==> config.mk <==
export PLATFORM = sky130hd
export DESIGN_NAME = wb_arbiter
export DESIGN_NICKNAME = d
export VERILOG_FILES = /design/src/rtl/wb_arbiter.sv
export SDC_FILE = /design/constraint.sdc
export NUM_CORES = 1
export LEC_CHECK = 0
export CORE_MARGIN = 8
export CORE_UTILIZATION = 40
export DETAILED_ROUTE_END_ITERATION = 6
export PLACE_DENSITY_LB_ADDON = 0.1
export RECOVER_POWER = 25
export SLEW_MARGIN = 10
export SYNTH_ARGS = -nofsm -noshare
export SYNTH_HDL_FRONTEND = slang
export SYNTH_SLANG_ARGS = --single-unit
==> constraint.sdc <==
create_clock -name clk -period 9.95 [get_ports clk]
set_input_delay 2.4875 -clock clk [delete_from_list [all_inputs] [get_ports clk]]
set_output_delay 2.4875 -clock clk [all_outputs]
set_load 0.01 [all_outputs]
==> src/rtl/wb_arbiter.sv <==
// Writeback arbiter: per-FU result FIFOs drained round-robin into one registered
// writeback port. Flush discards everything in flight; stale-epoch results are dropped at entry.
module wb_arbiter #(
  parameter int N_FU      = 4,
  parameter int DEPTH     = 2,
  parameter int PHYS_REGS = 64,
  parameter int PHYS_W    = $clog2(PHYS_REGS),
  parameter int DW        = 32,
  parameter int EPW       = 2,
  localparam int GID_W    = (N_FU > 1) ? $clog2(N_FU) : 1
) (
  input  logic                          clk,
  input  logic                          rst_n,
  input  logic [N_FU-1:0]               fu_valid,
  output logic [N_FU-1:0]               fu_ready,
  input  logic [N_FU-1:0][PHYS_W-1:0]   fu_pd,
  input  logic [N_FU-1:0][DW-1:0]       fu_data,
  input  logic [N_FU-1:0][EPW-1:0]      fu_epoch,
  input  logic                          flush_valid,
  input  logic [EPW-1:0]                flush_epoch,
  output logic                          wb_valid,
  input  logic                          wb_ready,
  output logic [PHYS_W-1:0]             wb_pd,
  output logic [DW-1:0]                 wb_data,
  output logic [EPW-1:0]                wb_epoch,
  output logic [GID_W-1:0]              wb_grant_id,
  output logic [15:0]                   stale_drop_cnt
);
  localparam int AW  = $clog2(DEPTH);
  localparam int CW  = AW + 1;
  localparam int DCW = $clog2(N_FU + 1);

  function automatic logic [15:0] sat_add16(input logic [15:0] a, input logic [DCW-1:0] b);
    logic [16:0] sum;
    sum = {1'b0, a} + 17'(b);
    return sum[16] ? 16'hFFFF : sum[15:0];
  endfunction

  logic [PHYS_W-1:0] mem_pd   [N_FU][DEPTH];
  logic [DW-1:0]     mem_data [N_FU][DEPTH];
  logic [EPW-1:0]    mem_ep   [N_FU][DEPTH];

  logic [N_FU-1:0][AW-1:0] rd_ptr, wr_ptr;
  logic [N_FU-1:0][CW-1:0] cnt;
  logic [EPW-1:0]          cur_epoch, eff_epoch;
  logic [GID_W-1:0]        rr_ptr, winner, rr_next;
  logic [N_FU-1:0]         nonempty, enq, drop, deq;
  logic [DCW-1:0]          drop_n;
  logic                    found, load;
  logic [15:0]             drop_cnt;

  logic                    vld_p1;
  logic [PHYS_W-1:0]       pd_p1;
  logic [DW-1:0]           data_p1;
  logic [EPW-1:0]          epoch_p1;
  logic [GID_W-1:0]        gid_p1;

  // p0: entry handshake, epoch filter and arbitration
  always_comb begin
    eff_epoch = flush_valid ? flush_epoch : cur_epoch;
    fu_ready  = '0;
    nonempty  = '0;
    enq       = '0;
    drop      = '0;
    drop_n    = '0;
    for (int i = 0; i < N_FU; i++) begin
      fu_ready[i] = cnt[i] < CW'(DEPTH);
      nonempty[i] = cnt[i] != '0;
      enq[i]      = fu_valid[i] && fu_ready[i] && (fu_epoch[i] == eff_epoch);
      drop[i]     = fu_valid[i] && fu_ready[i] && (fu_epoch[i] != eff_epoch);
      drop_n      = drop_n + DCW'(drop[i]);
    end
  end

  always_comb begin
    winner = '0;
    found  = 1'b0;
    for (int k = 0; k < N_FU; k++) begin
      if (!found && nonempty[(int'(rr_ptr) + k) % N_FU]) begin
        found  = 1'b1;
        winner = GID_W'((int'(rr_ptr) + k) % N_FU);
      end
    end
    rr_next = GID_W'((int'(winner) + 1) % N_FU);
    load    = !flush_valid && (!vld_p1 || wb_ready) && found;
    deq     = '0;
    for (int i = 0; i < N_FU; i++) begin
      deq[i] = load && (winner == GID_W'(i));
    end
  end

  always_ff @(posedge clk) begin
    if (!rst_n) begin
      rd_ptr    <= '0;
      wr_ptr    <= '0;
      cnt       <= '0;
      cur_epoch <= '0;
      rr_ptr    <= '0;
      drop_cnt  <= '0;
    end else begin
      drop_cnt <= sat_add16(drop_cnt, drop_n);
      if (flush_valid) begin
        // a same-cycle matching result lands in slot 0 of the emptied FIFO
        cur_epoch <= flush_epoch;
        for (int i = 0; i < N_FU; i++) begin
          rd_ptr[i] <= '0;
          wr_ptr[i] <= AW'(enq[i]);
          cnt[i]    <= CW'(enq[i]);
        end
      end else begin
        if (load) rr_ptr <= rr_next;
        for (int i = 0; i < N_FU; i++) begin
          if (enq[i]) wr_ptr[i] <= wr_ptr[i] + 1'b1;
          if (deq[i]) rd_ptr[i] <= rd_ptr[i] + 1'b1;
          cnt[i] <= cnt[i] + CW'(enq[i]) - CW'(deq[i]);
        end
      end
    end
  end

  always_ff @(posedge clk) begin
    for (int i = 0; i < N_FU; i++) begin
      if (enq[i]) begin
        mem_pd[i][flush_valid ? '0 : wr_ptr[i]]   <= fu_pd[i];
        mem_data[i][flush_valid ? '0 : wr_ptr[i]] <= fu_data[i];
        mem_ep[i][flush_valid ? '0 : wr_ptr[i]]   <= fu_epoch[i];
      end
    end
  end

  // p1: registered writeback output
  always_ff @(posedge clk) begin
    if (!rst_n) begin
      vld_p1   <= 1'b0;
      pd_p1    <= '0;
      data_p1  <= '0;
      epoch_p1 <= '0;
      gid_p1   <= '0;
    end else if (flush_valid) begin
      vld_p1 <= 1'b0;
    end else if (load) begin
      vld_p1   <= 1'b1;
      pd_p1    <= mem_pd[winner][rd_ptr[winner]];
      data_p1  <= mem_data[winner][rd_ptr[winner]];
      epoch_p1 <= mem_ep[winner][rd_ptr[winner]];
      gid_p1   <= winner;
    end else if (wb_ready) begin
      vld_p1 <= 1'b0;
    end
  end

  assign wb_valid       = vld_p1;
  assign wb_pd          = pd_p1;
  assign wb_data        = data_p1;
  assign wb_epoch       = epoch_p1;
  assign wb_grant_id    = gid_p1;
  assign stale_drop_cnt = drop_cnt;

endmodule

==> metrics <==
status=completed; Crit. End Element=flip-flop; TritonCTS clock tree=yes; Rel. slew slack=16.2%; Root Buffer=clkbuf_16; Final Hold Viols=0; reg2reg setup slack=5830 ps; synthesized cell area=15700 sq um; filler cell count=3343; initial core utilization=40.6%; CP Data Required Time=10400 ps; clk buf depth=3; Leakage=0.00647 uW; first-pass GRT wire length=65600 microns; DR DRC count=0; crit path max fanout=13; clk sinks=399; Setup crit start=flush_valid; most frequent cells in the layout=edfxtp_1 (320), clkdlybuf4s50_1 (133), mux2i_1 (121); clock-pin slew on the worst setup and hold paths=60 ps; Row Count=72; 1st-iter DRT viols=433; htree depth=2; syn nets=1293; slowest stage cell, crit path=clkdlybuf4s50_1; worst slew pin tran=1260 ps; later-pin clock latency in the skew report=540 ps; vias in the first global route=10624; worst vdd ir=0.108 mV; Synth async-reset ratio=0%; total grt overflow=0; routed vias=9895; flops & latches, synth=399; Post-Synthesis Cells=1107; top_reg_cell synth=edfxtp_1; Setup Skew=12.0 ps; DIE WIDTH=214 microns; cts repair resizes=0; hold wc startpoint=wb_data[20]; Final ANT Viol Nets=0; CTS buffer count=43; Ports=233; crit path DAT=7040 ps; DR vias/cell=5.25; total routed wirelength=43500 microns; Post-DP HPWL=26500 microns; number of synthesis warnings=0; Max-Cap Viols=0; Buffers on Ports=232; RSZ-0062 raised after global routing=false; Worst path most repeated cell=fa_1; crit-path cells=clkdlybuf4s50_1 > mux2i_1 > xnor2_1 > o211ai_1 > fa_1 > fa_1 > inv_1 > fa_1 > and3_1 > nand3_1 > nor2_1 > nand3_1 > a21oi_1; Startpoint Class=primary input; initial antenna violation count=7; fin crit period=6580 ps; Mean Syn Cell Area=14.2 sq um; period utilisation layout=66.2%; final setup violating endpoints=0; sequential cell area=11200 sq um; CORE AREA=38700 sq um; drt first pass iters=5; Pwr per Cell Area=208 nW/um^2; number of instances in the placed design=1805; Slew Limit Fails=0; TNS Setup=0 ps; Placer Congestion=0.745; die area=45900 sq um; post-CTS setup repair buffer count=0; Post-synth EDFFs=320; Hold Buf Count CTS=0; largest net degree at the start of global routing=85; fin cells=1885; r2r startpoint=cnt[2]; count of cell types in the netlist=44; Hold WC Path Type=reg2reg; Tot GR Track Use=18.5%; most common cell after layout, fill and taps aside=edfxtp_1; Worst R2R Path Depth=8; Min-Delay Endpoint=wb_data[20]; share of layout cells above drive strength 1=7.98%; number of stages on the worst hold path=2; worst stage delay on the critical path=840 ps; reg2reg end=wb_pd[2]; register area share after synthesis=71.2%; Final #Nets=1518; critical path class=in2reg; FMAX=0.152 GHz; Multi-input gate area=4270 sq um; die height=214 microns; Layout area overhead=27.2%; WL per Instance=23.1 microns
## worst max path at each step
stage / slack, ps / depth (start not counted) / end
2_1_floorplan: 4240 / 6 / mem_data[1][0]
3_3_place_gp: 2970 / 13 / stale_drop_cnt[1]
3_5_place_dp: 2770 / 13 / stale_drop_cnt[1]
4_1_cts: 3340 / 13 / stale_drop_cnt[3]
5_1_grt: 3080 / 13 / stale_drop_cnt[9]
6_report: 3370 / 13 / stale_drop_cnt[3]
## layer usage
layer	share of wire [%]	wire, microns	track usage [%]
met1	43	18800	23.4
met2	49	21400	31.8
met3	5.2	2250	3.78
met4	2.5	1100	5.46
met5	0.055	24	0
## through the flow
stage          power, uW  setup WS, ps  instance area, sq um  hold slack [ps]  util (%)
6_report            4170          3370                 20000              450      51.6
3_3_place_gp        2670          2970                 18600              442      48.1
4_1_cts             4220          3340                 20000              452      51.6
5_1_grt             4340          3080                 20000              463      51.6
3_5_place_dp        2680          2770                 18600              444      48.1
2_1_floorplan       2350          4240                 15700              471         -
## worst max-delay path, delay by kind of cell
kind	cells	cell delay, ps
AO/OA/AOI/OAI	2	560
XOR/XNOR	1	170
adder cells (fa/ha/maj)	3	1160
buffers and inverters	2	930
multiplexers	1	560
AND/OR/NAND/NOR	4	1160
## report_power, final
group          internal (uW)  switching [uW]
registers               1890            51.7
clock network            903             632
logic                    281             406
## cells in the mapped netlist (2+ instances only)
| master | count | area (sq um) |
|---|---|---|
| or2_1 | 3 | 18.8 |
| xnor2_1 | 25 | 219 |
| mux2_2 | 6 | 67.6 |
| or2_2 | 3 | 18.8 |
| o21ba_2 | 2 | 20.0 |
| nand2_1 | 84 | 315 |
| and2_1 | 4 | 25.0 |
| clkbuf_1 | 44 | 165 |
| a211oi_1 | 40 | 300 |
| buf_1 | 2 | 7.51 |
| nor3_1 | 4 | 20.0 |
| nor3b_1 | 4 | 30.0 |
| inv_2 | 2 | 7.51 |
| ha_1 | 13 | 163 |
| and3_1 | 5 | 31.3 |
| a21oi_1 | 91 | 455 |
| inv_1 | 19 | 71.3 |
| nand4_1 | 2 | 12.5 |
| dfxtp_1 | 79 | 1580 |
| or4_1 | 2 | 15.0 |
| edfxtp_1 | 320 | 9610 |
| o21ai_0 | 54 | 270 |
| o211a_1 | 2 | 20.0 |
| nor2b_1 | 13 | 81.3 |
| nand3_1 | 10 | 50.1 |
| o211ai_1 | 5 | 37.5 |
| mux2i_1 | 121 | 1210 |
| fa_1 | 3 | 60.1 |
| xor2_1 | 9 | 78.8 |
| o21ai_1 | 28 | 140 |
| buf_2 | 20 | 100 |
| nor2_1 | 37 | 139 |
| a2111oi_2 | 2 | 30.0 |
| nor4_1 | 39 | 244 |
## registers in the layout, summed over array words and instances (netlist names)
name            flops
mem_data          256
mem_pd             48
wb_data            32
mem_ep             16
stale_drop_cnt     16
cnt                 8
wb_pd               6
rd_ptr              4
wr_ptr              4
cur_epoch           2
rr_ptr              2
wb_epoch            2
wb_grant_id         2
wb_valid            1
## cells by family (layout without fill, tap and decap cells)
logic type,after synthesis,count (layout),synth area share (%)
flops,399,399,71.2
compound gates,228,228,8.30
simple gates,214,214,6.66
mux,128,128,8.22
buf+inv,88,347,2.31
xor+xnor,34,34,1.89
fa+ha+maj,16,16,1.42
other cells,0,1,0
## area by class of cell
| type | instances | share of cell area [%] |
|---|---|---|
| Clock buffer | 63 | 6.12 |
| Tap cell | 518 | 3.24 |
| Antenna cell | 1 | 0.0125 |
| Clock inverter | 16 | 0.632 |
| Sequential cell | 399 | 56.0 |
| Timing Repair Buffer | 247 | 12.2 |
| Inverter | 21 | 0.394 |
| Multi-Input combinational cell | 620 | 21.4 |
(Power assumes the default switching activity.)
